[src/rtl/data_ctrl_pkg.sv]
// Shared types and constants for the cache data-array sequencer.
package data_ctrl_pkg;

  localparam int IDX_W      = 5;   // 32 sets
  localparam int LINE_WORDS = 4;   // 32-bit words per 128-bit line
  localparam int WORD_W     = 32;

  typedef enum logic [1:0] {
    IDLE,
    COLLECT,
    WRITE
  } fill_state_e;

  // Place a word's 4 byte strobes into the 16 per-byte write enables of a line.
  function automatic logic [15:0] expand_wstrb(input logic [1:0] off,
                                               input logic [3:0] wstrb);
    return 16'(wstrb) << {off, 2'b00};
  endfunction

endpackage

[src/rtl/fill_line_buf.sv]
// Refill beat collector: stores four 32-bit beats in order and flags the last one.
module fill_line_buf
  import data_ctrl_pkg::*;
(
  input  logic                           clk,
  input  logic                           rst_n,
  input  logic                           clear,
  input  logic                           valid,
  input  logic                           ready,
  input  logic [WORD_W-1:0]              data,
  output logic                           accept,
  output logic                           full,
  output logic [LINE_WORDS*WORD_W-1:0]   line
);

  logic [LINE_WORDS-1:0][WORD_W-1:0] words;
  logic [1:0]                        cnt;

  assign accept = valid & ready;
  // Asserted together with the handshake of the fourth beat.
  assign full   = accept & (cnt == 2'd3);
  assign line   = words;

  // Beat counter and buffer; each accepted beat lands in the word it counts.
  always_ff @(posedge clk or negedge rst_n) begin
    if (!rst_n) begin
      cnt   <= '0;
      // NOTE: the buffer is reset on purpose so a dropped refill never leaves stale beats visible.
      words <= '0;
    end else if (clear) begin
      cnt <= '0;
    end else if (accept) begin
      // NOTE: sequential state uses <= so every register samples pre-edge values.
      words[cnt] <= data;
      cnt        <= cnt + 2'd1;
    end
  end

endmodule

[src/rtl/data_array_ctrl.sv]
// Shares the 2-way cache data array between the core port and the line refill port.
module data_array_ctrl #(
  parameter int IDX_W      = data_ctrl_pkg::IDX_W,
  parameter int LINE_WORDS = data_ctrl_pkg::LINE_WORDS
) (
  input  logic                       CK,
  input  logic                       RSTn,
  input  logic                       core_req,
  input  logic                       core_we,
  input  logic [IDX_W-1:0]           core_idx,
  input  logic                       core_way,
  input  logic [1:0]                 core_off,
  input  logic [3:0]                 core_wstrb,
  input  logic [31:0]                core_wdata,
  output logic                       core_gnt,
  output logic                       core_rvalid,
  output logic [31:0]                core_rdata,
  input  logic                       fill_start,
  input  logic [IDX_W-1:0]           fill_idx,
  input  logic                       fill_way,
  input  logic                       fill_valid,
  input  logic [31:0]                fill_data,
  output logic                       fill_ready,
  output logic                       fill_busy,
  output logic                       fill_done,
  output logic                       arr_CS,
  output logic                       arr_OE,
  output logic [IDX_W-1:0]           arr_A,
  output logic [15:0]                arr_WEB1,
  output logic [15:0]                arr_WEB2,
  output logic [LINE_WORDS*32-1:0]   arr_DI,
  input  logic [LINE_WORDS*32-1:0]   arr_DO1,
  input  logic [LINE_WORDS*32-1:0]   arr_DO2
);

  data_ctrl_pkg::fill_state_e state;

  logic [IDX_W-1:0]          fill_idx_q;
  logic                      fill_way_q;
  logic                      buf_clear;
  logic                      buf_full;
  logic                      beat_accept;
  logic [LINE_WORDS*32-1:0]  line;

  logic                      rd_pending;
  logic                      rd_way;
  logic [1:0]                rd_off;
  logic [LINE_WORDS*32-1:0]  rd_line;
  logic [15:0]               store_web;

  assign fill_ready = (state == data_ctrl_pkg::COLLECT);
  assign fill_busy  = (state != data_ctrl_pkg::IDLE);
  assign buf_clear  = (state == data_ctrl_pkg::IDLE) & fill_start;

  // The line being refilled is off limits to the core until it has been written.
  assign core_gnt = core_req & (state != data_ctrl_pkg::WRITE) &
                    !((state == data_ctrl_pkg::COLLECT) &
                      (core_idx == fill_idx_q) & (core_way == fill_way_q));

  assign store_web = data_ctrl_pkg::expand_wstrb(core_off, core_wstrb);

  fill_line_buf u_line_buf (
    .clk    (CK),
    .rst_n  (RSTn),
    .clear  (buf_clear),
    .valid  (fill_valid),
    .ready  (fill_ready),
    .data   (fill_data),
    .accept (beat_accept),
    .full   (buf_full),
    .line   (line)
  );

  // Refill sequencer: collect four beats, write the line in one cycle, then pulse done.
  always_ff @(posedge CK or negedge RSTn) begin
    if (!RSTn) begin
      state      <= data_ctrl_pkg::IDLE;
      fill_idx_q <= '0;
      fill_way_q <= 1'b0;
      fill_done  <= 1'b0;
    end else begin
      fill_done <= (state == data_ctrl_pkg::WRITE);
      case (state)
        data_ctrl_pkg::IDLE: begin
          if (fill_start) begin
            fill_idx_q <= fill_idx;
            fill_way_q <= fill_way;
            state      <= data_ctrl_pkg::COLLECT;
          end
        end
        data_ctrl_pkg::COLLECT: if (buf_full) state <= data_ctrl_pkg::WRITE;
        data_ctrl_pkg::WRITE:   state <= data_ctrl_pkg::IDLE;
        default:                state <= data_ctrl_pkg::IDLE;
      endcase
    end
  end

  // Array command mux: the refill write owns the array in WRITE, else a granted core access.
  always_comb begin
    // NOTE: every output gets a default first so no path through the mux infers a latch.
    arr_CS   = 1'b0;
    arr_OE   = 1'b0;
    arr_A    = '0;
    arr_WEB1 = '0;
    arr_WEB2 = '0;
    arr_DI   = '0;
    if (state == data_ctrl_pkg::WRITE) begin
      arr_CS = 1'b1;
      arr_A  = fill_idx_q;
      arr_DI = line;
      if (fill_way_q) arr_WEB2 = 16'hFFFF;
      else            arr_WEB1 = 16'hFFFF;
    end else if (core_gnt) begin
      arr_CS = 1'b1;
      arr_A  = core_idx;
      if (!core_we) begin
        arr_OE = 1'b1;
      end else begin
        arr_DI = {LINE_WORDS{core_wdata}};
        if (core_way) arr_WEB2 = store_web;
        else          arr_WEB1 = store_web;
      end
    end
  end

  // Remember which way/word a granted load wants so the next cycle can pick it out.
  always_ff @(posedge CK or negedge RSTn) begin
    if (!RSTn) begin
      rd_pending <= 1'b0;
      rd_way     <= 1'b0;
      rd_off     <= '0;
    end else begin
      rd_pending <= core_gnt & !core_we;
      if (core_gnt & !core_we) begin
        rd_way <= core_way;
        rd_off <= core_off;
      end
    end
  end

  // Load return: array data arrives one cycle after issue; forced to zero when not valid.
  assign rd_line     = rd_way ? arr_DO2 : arr_DO1;
  assign core_rvalid = rd_pending;
  assign core_rdata  = rd_pending ? rd_line[{rd_off, 5'b00000} +: 32] : 32'h0;

endmodule

[config.mk]
export PLATFORM = sky130hd
export DESIGN_NAME = data_array_ctrl
export DESIGN_NICKNAME = d
export VERILOG_FILES = /design/src/rtl/data_ctrl_pkg.sv /design/src/rtl/fill_line_buf.sv /design/src/rtl/data_array_ctrl.sv
export SDC_FILE = /design/constraint.sdc
export NUM_CORES = 1
export LEC_CHECK = 0
export ABC_CLOCK_PERIOD_IN_PS = 2100
export CORE_AREA = 2 2 214 216
export DETAILED_ROUTE_END_ITERATION = 10
export DIE_AREA = 0 0 216 218
export GPL_TIMING_DRIVEN = 0
export PLACE_DENSITY = 0.5
export SYNTH_ARGS = -nofsm -noshare
export SYNTH_HDL_FRONTEND = slang
export SYNTH_SLANG_ARGS = --single-unit
[constraint.sdc]
create_clock -name CK -period 2.1 [get_ports CK]
set_input_delay 0.315 -clock CK [delete_from_list [all_inputs] [get_ports CK]]
set_output_delay 0.315 -clock CK [all_outputs]
set_load 0.1 [all_outputs]
==> metrics.txt <==
CTS Buffer Depth=2; largest net degree at the start of global routing=99; Slew @ Worst Pin=1.024 ns; FF-to-FF End=u_line_buf.line[69]; final setup margin=-0.4645 ns; largest family of logic cells by synthesized area=multiplexers; Worst-path clk slew=0.07 ns; Synth Area in Adders=0.5417%; Starting Density=20.58%; final setup fails=200; Clk Latency, worst-skew pair=0.43 ns; syn_area_per_cell=13.16 sq um; Period minus WS final=2.565 ns; NumNets Final=1641; total wire length=55610 microns; CTS tree=yes; Top Family by Delay on Critical Path=multiplexers; Reg2Reg Depth=7; Placement Setup Slack=-1.813 ns; Pwr Density=885.3 nW/um^2; fraction of layout cells with a size suffix above 1=59.92%; final worst path period share=122.1%; Detail Route Antenna Nets=0; XOR/XNOR share of the synthesized area=0.6636%; Layout fillers=3991; fin. max-slew vios=0; Pre-antenna DRT Iters=4; GRT overflow=0; Max Fclk=0.3899 GHz; RR Startpoint=state[0]; Routed WL per cell=28.80 microns; total track usage=22.80%; Clock Skew=0.01125 ns; cell count after synthesis=702; startpoint types=register; Area Overhead vs Synth=129.8%; synth warn=0; MaxCap Viol Count=0; failing checks=negative setup slack; Leak=8.647 nW; unrepaired setup endpoints after global routing=yes; DIE HEIGHT=218 microns; sequential element share of the synthesized area=38.73%; Max VDD drop=0.4243 mV; Synth Area in Compound Gates=15.94%; critical path endpoint category=output pin; core area=44890 sq um; CP dominant cell by count=buf_12; Mapped Nets=1050; routed vias=9109; CP max-delay cell=mux4_2; FF+latch count, synth=143; post-placement cell count=1849; fin cells=1931; CP peak stage delay=0.53 ns; CTS root buf=clkbuf_16; post-DR vias/cell=4.717; global-route wire length before repair=76200 microns; worst relative slew slack=31.60%; worst path cell trace=clkbuf_16 -> buf_12 -> mux4_2 -> mux2i_4 -> nor2b_4 -> buf_12; Crit Path Category=reg -> out; I/O Buffers=546; DRC=0; placed instance area=17460 sq um; die area=47090 sq um; Data required, critical path=1.78 ns; CP bufs+invs=3; Synth Area in Simple Gates=4.185%; Ports=548; DRT iter0 DRCs=380; Min-Delay Path Class=in -> async; H-tree depth=4; setup slack, reg-to-reg=0.12 ns; Synth area leader=dfrtp_1; die width=216 microns; Critical Path AT=2.25 ns; post-synthesis mux area share=35.77%; final setup TNS=-77.38 ns; Hold Slack=0.3803 ns; total power=18.79 mW; initial antenna violation count=30; Site Rows=78; CTS Buf Count=17; GPL Wtd Cong=0.9499; Synth area leaders=dfrtp_1, mux2_2, mux4_2; vias in the first global route=10010; Design Area, Final=21230 sq um; crit path max fanout=5; DP Wirelength=44290 microns; Final Hold Fails=0; Netlist cell types=34; outcome=finished with violations; Util after Layout=47.29%; share of the synthesized area in the top cell type=38.73%; mapped cell area=9239 sq um; Num Clock Sinks=143
-- Yosys cell counts (all sizes together) --
master,count
and4,1
and2,2
dfrtp,143
xnor2,7
mux4,64
o211ai,1
nand2,11
and3,1
nor2b,33
clkbuf,14
o211a,1
buf,59
o31ai,32
mux2,137
nand4,1
a21oi,3
ha,4
nand2b,8
nand3,1
a211oi,2
inv,5
or2,3
a21o,1
mux2i,32
nor2,3
a22o,133
-- area by class of cell --
| cell class | instances | area (sq um) | share of cell area (%) |
|---|---|---|---|
| diodes | 26 | 65.06 | 0.3065 |
| plain buffers | 68 | 809.5 | 3.813 |
| clock buffers | 21 | 480.5 | 2.263 |
| clock inverters | 10 | 103.9 | 0.4892 |
| inverters | 5 | 18.77 | 0.08841 |
| multi-input cells | 481 | 7557 | 35.60 |
| flip-flops and latches | 143 | 3581 | 16.87 |
| well taps | 600 | 750.7 | 3.536 |
| repair buffers | 577 | 7863 | 37.04 |
-- worst max path at each step --
stage | from | endpoint | slack, ns | cells after the start
after floorplan | state[1] | arr_WEB1[0] | -0.52 | 5
after global placement | RSTn | core_rvalid | -6.57 | 1
after detailed placement | state[0] | arr_DI[121] | -1.81 | 7
after CTS | fill_idx_q[2] | arr_DI[7] | -0.47 | 7
after global routing | fill_idx_q[0] | arr_DI[17] | -0.53 | 7
final | rd_way | core_rdata[11] | -0.46 | 6
-- report_power, final --
part / switching [mW] / internal (mW)
sequential: 0.935 / 4.12
clock: 1.30 / 1.77
combinational: 5.49 / 5.18
-- cell usage in the layout (no fill, tap or decap), types with 9 or more instances in the layout --
master,count
buf_8,10
mux2_2,133
buf_6,20
dfrtp_1,141
buf_4,24
a22o_4,132
buf_2,9
clkbuf_16,26
mux2i_4,26
o31ai_4,32
mux4_2,64
nor2b_4,33
diode_2,26
clkdlybuf4s50_1,340
buf_12,213
-- layer usage --
metal / wire [microns] / vias to the layer above / global-route usage [%]
met3: 4542 / 68 / 8.494
met5: 49 / - / 0
met4: 1923 / 8 / 9.018
met2: 30480 / 348 / 42.92
met1: 18620 / 4649 / 22.56
li1: - / 4036 / -
-- registers in the layout, summed over array words and instances (netlist names) --
name,flops
core_rvalid,1
fill_done,1
fill_idx_q,5
fill_way_q,1
rd_off,2
rd_way,1
state,2
u_line_buf.cnt,2
u_line_buf.line,128
-- what timing repair did --
action / CTS / global route
endpoints found under the hold margin: 45 / 0
gates resized for setup: 1733 / 257
gates cloned: 2 / 8
setup endpoints to repair: 204 / 204
setup buffers: 12 / 8
pin swaps: 19 / 21
hold buffers: 1 / 0
-- kinds of logic after synthesis --
kind of cell / count (synthesis)
buf+inv: 78
simple gates: 64
mux: 233
compound gates: 173
xor+xnor: 7
fa+ha+maj: 4
flops: 143
Power figures use the tool's default switching activity.
